$ cat src/rtl/uart_pkg.sv
// uart_pkg: shared UART transmitter state encoding, line level and index helper.
package uart_pkg;
    typedef enum logic [2:0] {TX_IDLE, TX_WAIT, TX_START, TX_DATA, TX_STOP} uart_tx_state_e;
    localparam logic UART_IDLE_LVL = 1'b1;
    function automatic int rr_mod(input int v, input int n);
        return v % n;
    endfunction
endpackage

$ cat src/rtl/uart_rr_pick.sv
// uart_rr_pick: combinational round-robin pick starting one past the last winner.
// Rotates req so that rr_ptr+1 sits at bit 0, priority-encodes, then unrotates the index.
module uart_rr_pick
    import uart_pkg::*;
#(
    parameter int NUM_REQ = 4,
    parameter int IDX_W   = $clog2(NUM_REQ)
) (
    input  logic [NUM_REQ-1:0] i_req,
    input  logic [IDX_W-1:0]   i_rr_ptr,
    output logic               o_any,
    output logic [IDX_W-1:0]   o_winner
);
    logic [NUM_REQ-1:0] w_rot;
    logic [IDX_W-1:0]   w_first;
    always_comb begin
        w_rot = '0;
        for (int i = 0; i < NUM_REQ; i++)
            w_rot[i] = i_req[IDX_W'(rr_mod(int'(i_rr_ptr) + 1 + i, NUM_REQ))];
        w_first = '0;
        for (int i = NUM_REQ - 1; i >= 0; i--)
            if (w_rot[i]) w_first = IDX_W'(i);
        o_any    = |i_req;
        o_winner = IDX_W'(rr_mod(int'(w_first) + int'(i_rr_ptr) + 1, NUM_REQ));
    end
endmodule

$ cat src/rtl/uart_tx_rr_sched.sv
// uart_tx_rr_sched: round-robin shared 8N1 UART transmitter.
// Bit timing comes only from the external one-cycle baud_tick pulse.
module uart_tx_rr_sched
    import uart_pkg::*;
#(
    parameter int NUM_REQ = 4,
    parameter int DATA_W  = 8,
    parameter int IDX_W   = $clog2(NUM_REQ)
) (
    input  logic                      clk,
    input  logic                      rst,
    input  logic                      baud_tick,
    input  logic [NUM_REQ-1:0]        req,
    input  logic [NUM_REQ*DATA_W-1:0] data,
    output logic [NUM_REQ-1:0]        gnt,
    output logic                      tx,
    output logic                      busy,
    output logic [IDX_W-1:0]          owner
);
    localparam int CNT_W = (DATA_W > 1) ? $clog2(DATA_W) : 1;
    uart_tx_state_e     r_state;
    logic [DATA_W-1:0]  r_shift;
    logic [CNT_W-1:0]   r_bit_cnt;
    logic [IDX_W-1:0]   r_rr_ptr;
    logic [IDX_W-1:0]   r_owner;
    logic [NUM_REQ-1:0] r_gnt;
    logic               r_tx;
    logic               r_busy;
    logic               w_any;
    logic [IDX_W-1:0]   w_winner;

    uart_rr_pick #(
        .NUM_REQ (NUM_REQ),
        .IDX_W   (IDX_W)
    ) u_pick (
        .i_req    (req),
        .i_rr_ptr (r_rr_ptr),
        .o_any    (w_any),
        .o_winner (w_winner)
    );

    // A tick coinciding with the grant edge is dropped because IDLE never looks at baud_tick.
    always_ff @(posedge clk or posedge rst) begin
        if (rst) begin
            r_state   <= TX_IDLE;
            r_shift   <= '0;
            r_bit_cnt <= '0;
            r_rr_ptr  <= IDX_W'(NUM_REQ - 1);
            r_owner   <= '0;
            r_gnt     <= '0;
            r_tx      <= UART_IDLE_LVL;
            r_busy    <= 1'b0;
        end else begin
            r_gnt <= '0;
            case (r_state)
                TX_IDLE: if (w_any) begin
                    r_shift  <= data[int'(w_winner)*DATA_W +: DATA_W];
                    r_owner  <= w_winner;
                    r_rr_ptr <= w_winner;
                    r_gnt    <= NUM_REQ'(1) << w_winner;
                    r_busy   <= 1'b1;
                    r_state  <= TX_WAIT;
                end
                TX_WAIT: if (baud_tick) begin
                    r_tx    <= 1'b0;
                    r_state <= TX_START;
                end
                TX_START: if (baud_tick) begin
                    r_tx      <= r_shift[0];
                    r_shift   <= r_shift >> 1;
                    r_bit_cnt <= '0;
                    r_state   <= TX_DATA;
                end
                TX_DATA: if (baud_tick) begin
                    if (r_bit_cnt == CNT_W'(DATA_W - 1)) begin
                        r_tx    <= UART_IDLE_LVL;
                        r_state <= TX_STOP;
                    end else begin
                        r_tx      <= r_shift[0];
                        r_shift   <= r_shift >> 1;
                        r_bit_cnt <= r_bit_cnt + CNT_W'(1);
                    end
                end
                TX_STOP: if (baud_tick) begin
                    r_busy  <= 1'b0;
                    r_state <= TX_IDLE;
                end
                default: r_state <= TX_IDLE;
            endcase
        end
    end

    assign gnt   = r_gnt;
    assign tx    = r_tx;
    assign busy  = r_busy;
    assign owner = r_owner;
endmodule
$ cat config.mk
export PLATFORM = sky130hd
export DESIGN_NAME = uart_tx_rr_sched
export DESIGN_NICKNAME = d
export VERILOG_FILES = /design/src/rtl/uart_pkg.sv /design/src/rtl/uart_rr_pick.sv /design/src/rtl/uart_tx_rr_sched.sv
export SDC_FILE = /design/constraint.sdc
export NUM_CORES = 1
export LEC_CHECK = 0
export CAP_MARGIN = 20
export CORE_MARGIN = 10
export CORE_UTILIZATION = 43
export DETAILED_ROUTE_END_ITERATION = 6
export PLACE_DENSITY = 0.76
export SYNTH_ARGS = -nofsm -noshare
export SYNTH_HDL_FRONTEND = slang
export SYNTH_SLANG_ARGS = --single-unit
$ cat constraint.sdc
create_clock -name clk -period 2.9 [get_ports clk]
set_clock_uncertainty 0.1 [all_clocks]
set_input_delay 0.58 -clock clk [delete_from_list [all_inputs] [get_ports clk]]
set_output_delay 0.58 -clock clk [all_outputs]
set_load 0.03 [all_outputs]
==> impl_metrics.csv <==
group,metric,value,unit
status,status,"finished, final reports clean",
power,powerDensity,904,mW/mm^2
synthesis,synth.ff_latch_count,24,
sta,worstMarginPinSlew,0.442,ns
worst_setup_path,path_class,"primary input to flip-flop",
worst_setup_path,critical_path.endpoint_type,"flip-flop",
routing,dr.pass1.iters,4,
sta,slew_violations,0,
cts,clk-insertion-delay-late,0.26,ns
synthesis,synth_cell_type_count,42,
synthesis,ys_seq_area_share,36.2,%
synthesis,netlist.top_cell.by_area,"sky130_fd_sc_hd__dfrtp_1",
sta,timing.fmax,0.357,GHz
cells_and_area,finish.net_count,276,
power,power_leakage,1.00,nW
floorplanning,i_o_pin_count,47,
cts,cts_buffers,3,
placed_design,dpl_worst_slack,-0.209,ns
worst_setup_path,worst_ep_required_time,2.95,ns
synthesis,synth-async-reset-ratio,100,%
cts,cts.reportedPaths.clkPinSlew,0.08,ns
synthesis,synth_edf_count,0,
sta,setup_ws,0.0971,ns
placed_design,io_buffers,46,
routing,detail-route-antenna-nets,0,
floorplanning,initial_utilization,44.9,%
cells_and_area,post_layout_nonfiller_instances,280,
cts,tritoncts,"yes",
worst_setup_path,worst-r2r-cell-count,9,
synthesis,syn-instance-count,177,
floorplanning,chipHeight,82.3,um
floorplanning,horizontal_die_dimension,82.3,um
hold_path,worst_hold_stages,2,
worst_setup_path,cp_slowest_cell,"sky130_fd_sc_hd__clkdlybuf4s50_1",
sta,number_of_setup_violations_in_the_final_report,0,
job,max_cap_violations,0,
cells_and_area,drive_above_1_share,15.5,%
global_routing,initial_antenna_violation_count,0,
global_routing,first_global_vias,1479,
global_routing,global_route.usage.met3,3.56,%
synthesis,synth_fp_nets,220,
routing,total_wirelength,3.81,mm
routing,routed_via_density,5.34,
cts,htreeDepth,1,
worst_setup_path,cp-start-kind,"primary input",
routing,detail_route.wl_per_cell,13.6,um
cts,clockBufferDepth,2,
floorplanning,core_area,0.00372,sq mm
worst_setup_path,worst-r2r-setup-slack,0.24,ns
synthesis,synth_top_area_share,31.5,%
placed_design,dp_hpwl,3.08,mm
global_routing,grt.busiest_layer,"met2",
synthesis,yosys_warnings,0,
synthesis,syn-mean-instance-area,9.43,sq um
worst_setup_path,regToRegEndpoint,"r_shift[3]$_DFFE_PP0P_",
global_routing,global_route_total_usage_across_every_layer,11.3,%
global_routing,largest_net_degree_at_the_start_of_global_routing,25,
routing,drt-initial-drc-count,51,
power,irDropWorstVdd,0.916,mV
sta,worst_slew_margin,70.5,%
global_routing,grt.met2_usage,17.6,%
cells_and_area,finished_layout_cell_area,0.00235,sq mm
sta,fin_crit,2.80,ns
worst_setup_path,r2r-start,"r_rr_ptr[0]$_DFFE_PP1P_",
global_routing,grt-ovfl-total,0,
routing,drc,0,
floorplanning,row_count,22,
worst_setup_path,crit_path_max_incr_delay,0.43,ns
sta,tns,0,ns
synthesis,synth_area,0.00167,sq mm
worst_setup_path,critPathMaxFanout,15,
synthesis,yosys_most_used_dff,"sky130_fd_sc_hd__dfrtp_1",
worst_setup_path,cp_cell_sequence,"clkdlybuf4s50_1 > or3_1 > o22ai_1 > nor2_1 > ha_1 > buf_12 > mux2i_2 > mux2i_1 > a221o_1",
synthesis,synthMostInstantiatedCell,"sky130_fd_sc_hd__mux2i_1",
cts,holdBufCountCts,0,
cts,clock_sinks,24,
cts,ctsRootBufferMaster,"sky130_fd_sc_hd__clkbuf_8",
cells_and_area,multiInputGateArea,0.00103,sq mm
synthesis,ys_top_cells_by_count,"30 x sky130_fd_sc_hd__mux2i_1, 21 x sky130_fd_sc_hd__dfrtp_1, 20 x sky130_fd_sc_hd__nand2_1, 14 x sky130_fd_sc_hd__o21ai_0, 10 x sky130_fd_sc_hd__nor2_1",
global_routing,grt_pass1_wl,6.42,mm
floorplanning,die_area,0.00677,sq mm
cells_and_area,postLayoutCoreUtil,63.2,%
global_routing,grt_util_met1,14.9,%
hold_path,min_path_type,"flip-flop to flip-flop",
placed_design,place_congestion,0.784,
hold_path,holdCritStartpoint,"owner[0]$_DFFE_PP0P_",
hold_path,min_delay_worst_endpoint,"owner[0]$_DFFE_PP0P_",
routing,number_of_vias_after_detailed_routing,1496,
cells_and_area,seqCellArea,604,sq um
sta,fin_crit_sh,96.7,%
placed_design,postPlaceCellArea,0.00224,sq mm
placed_design,placed_cells,274,
cells_and_area,areaGrowthSynthToFinish,40.7,%
cells_and_area,fillers,341,
sta,rsz0062_at_grt,"yes",
cells_and_area,n_antenna_cell,0,
synthesis,post_synth_main_area_contributors,"sky130_fd_sc_hd__dfrtp_1 31%, sky130_fd_sc_hd__mux2i_1 18%, sky130_fd_sc_hd__dfstp_2 4.7%",
worst_setup_path,worstPathArrival,2.85,ns
sta,final_hold_viol_count,0,
## report_power, final
part | switching [mW] | internal (mW)
logic | 0.648 | 0.702
registers | 0.0983 | 0.454
clock network | 0.100 | 0.121
total | 0.846 | 1.28
## through the flow
stage	power [mW]	hold slack (ns)
final	2.12	0.389
after global routing	2.29	0.439
after CTS	2.03	0.402
after detailed placement	1.80	0.384
after global placement	1.77	0.374
after floorplan	1.43	0.357
## metal layers
metal | share of wire, % | routed length [um]
met5 | 0 | 0
met4 | 0.87 | 33
met3 | 7.4 | 282
met2 | 44 | 1690
met1 | 47 | 1810
## worst max-delay path by stage
stage                            start                      to  slack [ns]  depth (start not counted)
2_1_floorplan  r_rr_ptr[0]$_DFFE_PP1P_  r_shift[0]$_DFFE_PP0P_        0.05                         11
3_3_place_gp                    req[0]  r_shift[2]$_DFFE_PP0P_       -0.13                          9
3_5_place_dp                    req[0]  r_shift[3]$_DFFE_PP0P_       -0.21                          9
4_1_cts                         req[0]  r_shift[3]$_DFFE_PP0P_        0.06                          9
5_1_grt                         req[0]  r_shift[3]$_DFFE_PP0P_       -0.01                          9
6_report                        req[0]  r_shift[3]$_DFFE_PP0P_         0.1                          9
## registers in the layout (all words and copies together), names as in the netlist
name / cells
gnt: 4
busy: 1
r_state: 3
r_rr_ptr: 2
r_shift: 8
owner: 2
r_bit_cnt: 3
tx: 1
## cell usage in the layout, fill, tap and decap left out, types with 2 or more instances in the layout
cell and count:
sky130_fd_sc_hd__mux2i_2 7, sky130_fd_sc_hd__nor2b_1 2, sky130_fd_sc_hd__a21oi_1 9, sky130_fd_sc_hd__nand3b_1 2
sky130_fd_sc_hd__a22o_1 2, sky130_fd_sc_hd__inv_1 3, sky130_fd_sc_hd__dfstp_2 3, sky130_fd_sc_hd__buf_4 14
sky130_fd_sc_hd__nand2_1 20, sky130_fd_sc_hd__nand2b_1 4, sky130_fd_sc_hd__o21ai_1 2, sky130_fd_sc_hd__and3_1 2
sky130_fd_sc_hd__o21ai_0 14, sky130_fd_sc_hd__a221o_1 7, sky130_fd_sc_hd__dfrtp_1 21, sky130_fd_sc_hd__mux2_2 2
sky130_fd_sc_hd__clkdlybuf4s50_1 46, sky130_fd_sc_hd__nor2_1 10, sky130_fd_sc_hd__nor3b_1 3, sky130_fd_sc_hd__ha_1 4
sky130_fd_sc_hd__and3b_1 2, sky130_fd_sc_hd__mux2i_1 23, sky130_fd_sc_hd__nor3_1 5, sky130_fd_sc_hd__clkbuf_8 4
sky130_fd_sc_hd__and2b_1 2
## critical path: cells and delay by family
kind | cells | cell delay [ns]
buffers and inverters | 2 | 0.60
adders and majority gates | 1 | 0.32
muxes | 2 | 0.37
and+or+nand+nor | 2 | 0.46
AOI/OAI and AO/OA | 2 | 0.50
## logic make-up (layout without fill, tap and decap cells)
group | Yosys count | count (layout) | synth area share, %
simple gates | 62 | 62 | 20.8
compound gates | 41 | 41 | 16.0
mux | 32 | 32 | 19.3
flops | 24 | 24 | 36.2
buf+inv | 13 | 68 | 4.12
fa+ha+maj | 4 | 4 | 3.00
xor+xnor | 1 | 1 | 0.525
## timing repair
action / 4_1_cts / 5_1_grt
gates resized for setup: 0 / 9
hold endpoints to repair: 0 / 0
endpoints found under the setup margin: 0 / 10
buffers inserted: 0 / 2
## layout make-up
| class | count | share of cell area (%) |
|---|---|---|
| Multi-Input combinational cell | 140 | 44.0 |
| Sequential cell | 24 | 25.7 |
| Timing Repair Buffer | 61 | 24.9 |
| Tap cell | 48 | 2.56 |
| Clock buffer | 4 | 2.34 |
| Inverter | 3 | 0.479 |
(Power assumes the default switching activity.)
